## src/rtl/line_drawer.sv

```systemverilog
// Bresenham line rasteriser: takes an endpoint pair on a start/ready handshake
// and emits one framebuffer write per pixel over a valid/ready handshake.
module line_drawer #(
  parameter int HOR_ACTIVE_PIXELS = 640,
  parameter int VER_ACTIVE_PIXELS = 480,
  localparam int X_WIDTH = $clog2(HOR_ACTIVE_PIXELS),
  localparam int Y_WIDTH = $clog2(VER_ACTIVE_PIXELS)
) (
  input  logic               clk,
  input  logic               rst_n,
  input  logic               start,
  output logic               ready,
  input  logic [X_WIDTH-1:0] x1,
  input  logic [Y_WIDTH-1:0] y1,
  input  logic [X_WIDTH-1:0] x2,
  input  logic [Y_WIDTH-1:0] y2,
  output logic [X_WIDTH-1:0] fb_x,
  output logic [Y_WIDTH-1:0] fb_y,
  output logic               fb_write,
  input  logic               fb_ready
);

  // state | meaning
  // IDLE  | waiting for start, ready=1
  // INIT  | endpoints latched, stepping terms computed
  // PLOT  | pixel write offered, advance on accept
  localparam logic [1:0] IDLE = 2'd0;
  localparam logic [1:0] INIT = 2'd1;
  localparam logic [1:0] PLOT = 2'd2;

  localparam int D_WIDTH = ((X_WIDTH > Y_WIDTH) ? X_WIDTH : Y_WIDTH) + 2;

  logic [1:0]                state;
  logic [X_WIDTH-1:0]        x1_q, x2_q, cur_x;
  logic [Y_WIDTH-1:0]        y1_q, y2_q, cur_y;
  logic signed [D_WIDTH-1:0] dx, dy, err;
  logic                      sx_neg, sy_neg;

  logic signed [D_WIDTH-1:0] x1_s, x2_s, y1_s, y2_s, diff_x, diff_y, abs_x, abs_y;
  logic signed [D_WIDTH:0]   e2, dx_e, dy_e;
  logic                      step_x, step_y, at_end, accept;
  logic signed [D_WIDTH-1:0] err_next;

  assign x1_s   = signed'(D_WIDTH'(x1_q));
  assign x2_s   = signed'(D_WIDTH'(x2_q));
  assign y1_s   = signed'(D_WIDTH'(y1_q));
  assign y2_s   = signed'(D_WIDTH'(y2_q));
  assign diff_x = x2_s - x1_s;
  assign diff_y = y2_s - y1_s;
  assign abs_x  = diff_x[D_WIDTH-1] ? -diff_x : diff_x;
  assign abs_y  = diff_y[D_WIDTH-1] ? -diff_y : diff_y;

  // One extra bit on e2 so doubling err can never wrap.
  assign e2     = signed'({err, 1'b0});
  assign dx_e   = signed'({dx[D_WIDTH-1], dx});
  assign dy_e   = signed'({dy[D_WIDTH-1], dy});
  assign step_x = (e2 >= dy_e);
  assign step_y = (e2 <= dx_e);
  assign err_next = err + (step_x ? dy : D_WIDTH'(0)) + (step_y ? dx : D_WIDTH'(0));

  assign at_end   = (cur_x == x2_q) && (cur_y == y2_q);
  assign accept   = (state == PLOT) && fb_ready;
  assign ready    = (state == IDLE);
  assign fb_write = (state == PLOT);
  assign fb_x     = cur_x;
  assign fb_y     = cur_y;

  always_ff @(posedge clk or negedge rst_n) begin
    if (!rst_n) begin
      state  <= IDLE;
      x1_q   <= '0;
      y1_q   <= '0;
      x2_q   <= '0;
      y2_q   <= '0;
      cur_x  <= '0;
      cur_y  <= '0;
      dx     <= '0;
      dy     <= '0;
      err    <= '0;
      sx_neg <= 1'b0;
      sy_neg <= 1'b0;
    end else begin
      case (state)
        IDLE: begin
          if (start) begin
            x1_q  <= x1;
            y1_q  <= y1;
            x2_q  <= x2;
            y2_q  <= y2;
            state <= INIT;
          end
        end
        INIT: begin
          dx     <= abs_x;
          dy     <= -abs_y;
          err    <= abs_x - abs_y;
          sx_neg <= !(x1_q < x2_q);
          sy_neg <= !(y1_q < y2_q);
          cur_x  <= x1_q;
          cur_y  <= y1_q;
          state  <= PLOT;
        end
        PLOT: begin
          if (accept) begin
            if (at_end) begin
              state <= IDLE;
            end else begin
              err <= err_next;
              if (step_x) cur_x <= cur_x + (sx_neg ? {X_WIDTH{1'b1}} : X_WIDTH'(1));
              if (step_y) cur_y <= cur_y + (sy_neg ? {Y_WIDTH{1'b1}} : Y_WIDTH'(1));
            end
          end
        end
        default: state <= IDLE;
      endcase
    end
  end

endmodule

```

## config.mk

```make
export PLATFORM = sky130hd
export DESIGN_NAME = line_drawer
export DESIGN_NICKNAME = d
export VERILOG_FILES = /design/src/rtl/line_drawer.sv
export SDC_FILE = /design/constraint.sdc
export NUM_CORES = 1
export LEC_CHECK = 0
export CAP_MARGIN = 15
export CORE_MARGIN = 2
export CORE_UTILIZATION = 49
export DETAILED_ROUTE_END_ITERATION = 12
export HOLD_SLACK_MARGIN = 0.1
export PLACE_DENSITY = 0.77
export RECOVER_POWER = 50
export SLEW_MARGIN = 0
export SYNTH_ARGS = -nofsm -noshare
export SYNTH_HDL_FRONTEND = slang
export SYNTH_SLANG_ARGS = --single-unit
export TNS_END_PERCENT = 20
```

## constraint.sdc

```tcl
create_clock -name clk -period 4.5 [get_ports clk]
set_input_delay 0.9 -clock clk [delete_from_list [all_inputs] [get_ports clk]]
set_output_delay 0.9 -clock clk [all_outputs]
set_load 0.02 [all_outputs]
```

==> flow_summary.yaml <==
sta:
  rsz0062_at_grt: "yes"
  report.final.slew_viol_count: 128
  slew_headroom_pct: -92.6
  timing.final.hold_violations: 0
  setup_viol: 0
  finalWorstSetupSlack_ns: 0.260
  fmax_mhz: 236
  period_needed_ns: 4.24
  tns_ns: 0
  fin_hold_ws_ns: 0.484
  skew_ns: 0.00858
  fin_crit_sh_pct: 94.2
  tightest_slew_ns: 2.89
layout:
  drive_above_1_share_pct: 7.78
  final_util_pct: 57.7
  areaGrowthSynthToFinish_pct: 15.0
  fill_cells: 1394
  nets: 1113
  antenna_cells: 0
power:
  p_leak_nw: 4.12
  ir_worst_vdd_mv: 0.482
  finalPower_w: 0.00665
  powerDensity_mw_per_mm2: 722
setup_path:
  cpMaxStageDelayCell: "fa_1"
  max_stage_delay_ns: 0.51
  crit_fanout: 3
  crit_path_cell_trace: "inv_1 > ha_1 > a21o_1 > nand3_1 > a21oi_1 > o32a_1 > nor2_1 > nor2_1 > fa_1 > ha_1 > inv_1 > fa_1 > nor2b_1 > o21ai_0 > a21boi_1 > o21ai_1 > a21oi_2 > nand3_1 > nand2_1 > xor2_1 > o31ai_1"
  required_ns: 4.72
  cp_data_arrival_time_ns: 4.46
  crit_path_end_kind: "flip-flop"
  cp-start-kind: "flip-flop"
  criticalPathCategory: "flip-flop to flip-flop"
routing:
  drtPass1Iterations: 5
  avgViaCountPerCell: 5.62
  finalWirelength_um: 19700
  wl_per_cell_um: 16.5
  drt_iter0_drc: 523
  vias: 6704
  antenna_left: 0
  drc: 0
die:
  core_mm2: 0.0159
  start_util_pct: 50.2
  io_pins: 63
  die_h_um: 132
  die_w_um: 132
  die_area_mm2: 0.0174
  row_count: 46
clocking:
  clock_latency_ns: 0.35
  cts_buffers: 9
  h-tree-depth: 3
  post-cts-setup-buffer-count: 0
  cts-root-buf: "clkbuf_16"
  cts.sinks: 97
  clk_pin_slew_worst_paths_ns: 0.07
  cts_tree: "done"
  clock_path_buffers: 2
  postCtsHoldBufs: 0
run_status:
  status: "complete, but fails checks"
  violations: "capacitance limit, slew limit"
synth:
  yosys_most_used_dff: "dfrtp_1"
  async_reset_ff_share_pct: 100
  synth_cell_types: 64
  yosys_warnings: 0
  synthCells: 915
  syn_nets: 1056
  yosys_register_bits: 97
  synth-edff-count: 0
  syn-cell-area_mm2: 0.00800
  yosysSeqAreaShare_pct: 30.3
  synth_area_per_cell_um2: 8.75
min_path:
  hold_class: "flip-flop to flip-flop"
job:
  drv_cap: 3
placement:
  portBuffers: 62
  dp_hpwl_um: 15200
  place_ws_ns: -0.0400
  gp_congestion: 0.937
global_route:
  grtUsageMet1_pct: 31.5
  grt_pass1_wl_um: 32600
  grt_max_degree: 60
  use_met3_pct: 3.23
  gr-total-overflow: 0
  grt-busiest-layer: "met2"
  met2_usage_pct: 38.0
  grt_antenna_before_repair: 0
  grt_pass1_vias: 6536
  grtUsageTotal_pct: 23.1
critical path, delay by kind of cell (launching register included):
family,cells,cell delay (ns)
fa+ha+maj,4,1.39
compound gates,8,1.37
simple gates,6,0.68
flops,1,0.39
xor+xnor,1,0.16
buf+inv,2,0.12
Yosys cell counts, types with 4 or more instances:
master	instances	area [um2]
o31ai_1	8	60.1
xnor2_1	58	508
nand2_1	85	319
nand2b_1	10	62.6
nor4_1	5	31.3
and3_1	6	37.5
nor3b_1	5	37.5
nor3_1	11	55.1
o211ai_1	8	60.1
nand3_1	12	60.1
o21a_1	6	45.0
ha_1	82	1030
nor2b_1	17	106
dfrtp_1	97	2430
a21oi_1	62	310
a31oi_1	12	75.1
o21ai_0	67	335
xor2_1	19	166
nor2_1	77	289
o21ai_1	4	20.0
mux2_2	28	315
a21o_1	18	135
inv_1	79	297
a21boi_0	7	52.6
and2_1	13	81.3
or3_1	7	43.8
fa_1	17	340
or2_2	5	31.3
buf_1	4	15.0
a22o_1	4	35.0
nand4_1	12	75.1
clkbuf_1	23	86.3
metal layers:
layer | part of all wire, % | up-vias
li1 | - | 3278
met2 | 46 | 215
met1 | 46 | 3180
met4 | 2.6 | 0
met5 | 0 | -
met3 | 5.3 | 31
power breakdown:
part	switching [W]	internal [W]
clock network	0.000359	0.000507
logic	0.00254	0.00187
registers	0.000267	0.00111
total	0.00317	0.00348
per-stage QoR:
stage | cells | instance area (um2)
final | 1193 | 9200
after global placement | 1177 | 8870
after detailed placement | 1177 | 8870
after CTS | 1193 | 9200
after floorplan | 915 | 8000
after global routing | 1193 | 9200
cells in the final DEF, fill, tap and decap left out, types with 5 or more instances in the layout:
master / synthesis / routed
dfrtp_1: 97 / 97
clkdlybuf4s50_1: 0 / 57
clkbuf_1: 23 / 5
xor2_1: 19 / 19
a31oi_1: 12 / 12
or3_1: 7 / 7
xnor2_1: 58 / 57
nand2_1: 85 / 85
buf_4: 2 / 9
nor4_1: 5 / 5
nor2_1: 77 / 77
nand3_1: 12 / 12
o211ai_1: 8 / 8
a21oi_1: 62 / 61
o31ai_1: 8 / 8
clkbuf_16: 0 / 9
fa_1: 17 / 17
and3_1: 6 / 6
nor3_1: 11 / 11
nand2b_1: 10 / 10
inv_1: 79 / 79
o21a_1: 6 / 6
a21o_1: 18 / 18
and2_1: 13 / 12
or2_2: 5 / 5
o21ai_0: 67 / 60
mux2_2: 28 / 28
a21boi_0: 7 / 6
nor2b_1: 17 / 17
ha_1: 82 / 82
nand4_1: 12 / 12
o21ai_1: 4 / 9
nor3b_1: 5 / 5
layout make-up:
| class | instances | area [um2] | area share [%] |
|---|---|---|---|
| clock buffers | 11 | 243 | 2.64 |
| clock inverters | 5 | 85.1 | 0.925 |
| inverters | 79 | 297 | 3.22 |
| multi-input cells | 710 | 5180 | 56.3 |
| flip-flops and latches | 97 | 2430 | 26.4 |
| well taps | 216 | 270 | 2.94 |
| repair buffers | 75 | 698 | 7.59 |
registers in the layout (all words and copies together), names as in the netlist:
| register | cells |
|---|---|
| x2_q | 10 |
| dy | 12 |
| sx_neg | 1 |
| dx | 12 |
| x1_q | 10 |
| state | 2 |
| err | 12 |
| y2_q | 9 |
| sy_neg | 1 |
| fb_x | 10 |
| fb_y | 9 |
| y1_q | 9 |
cells by family (layout without fill, tap and decap cells):
kind of cell	after synthesis	after routing	share of synthesized area (%)
muxes	30	30	4.19
AOI/OAI and AO/OA	225	225	17.6
other	1	1	0.0469
DFF	97	97	30.3
adders and majority gates	99	99	17.1
xor gates and xnor gates	80	80	9.04
buffers and inverters	108	170	5.16
and+or+nand+nor	275	275	16.6
worst paths after layout:
| kind | start | endpoint | slack, ns | depth (start not counted) |
|---|---|---|---|---|
| worst max-delay path | dy[6] | err[11] | 0.26 | 21 |
| worst min-delay path | dy[2] | dy[2] | 0.48 | 2 |
| worst max register to register | dy[6] | err[11] | 0.26 | 21 |
| worst min register to register | dy[2] | dy[2] | 0.48 | 2 |
| max in group asynchronous | rst_n | err[5] | 1.15 | 2 |
| min in group asynchronous | rst_n | fb_x[3] | 1.09 | 1 |
timing repair:
item	4_1_cts	5_1_grt
setup endpoints to repair	1	7
pin swaps	0	0
gates resized for setup	1	11
No activity file was read; power rests on OpenSTA's default activity.
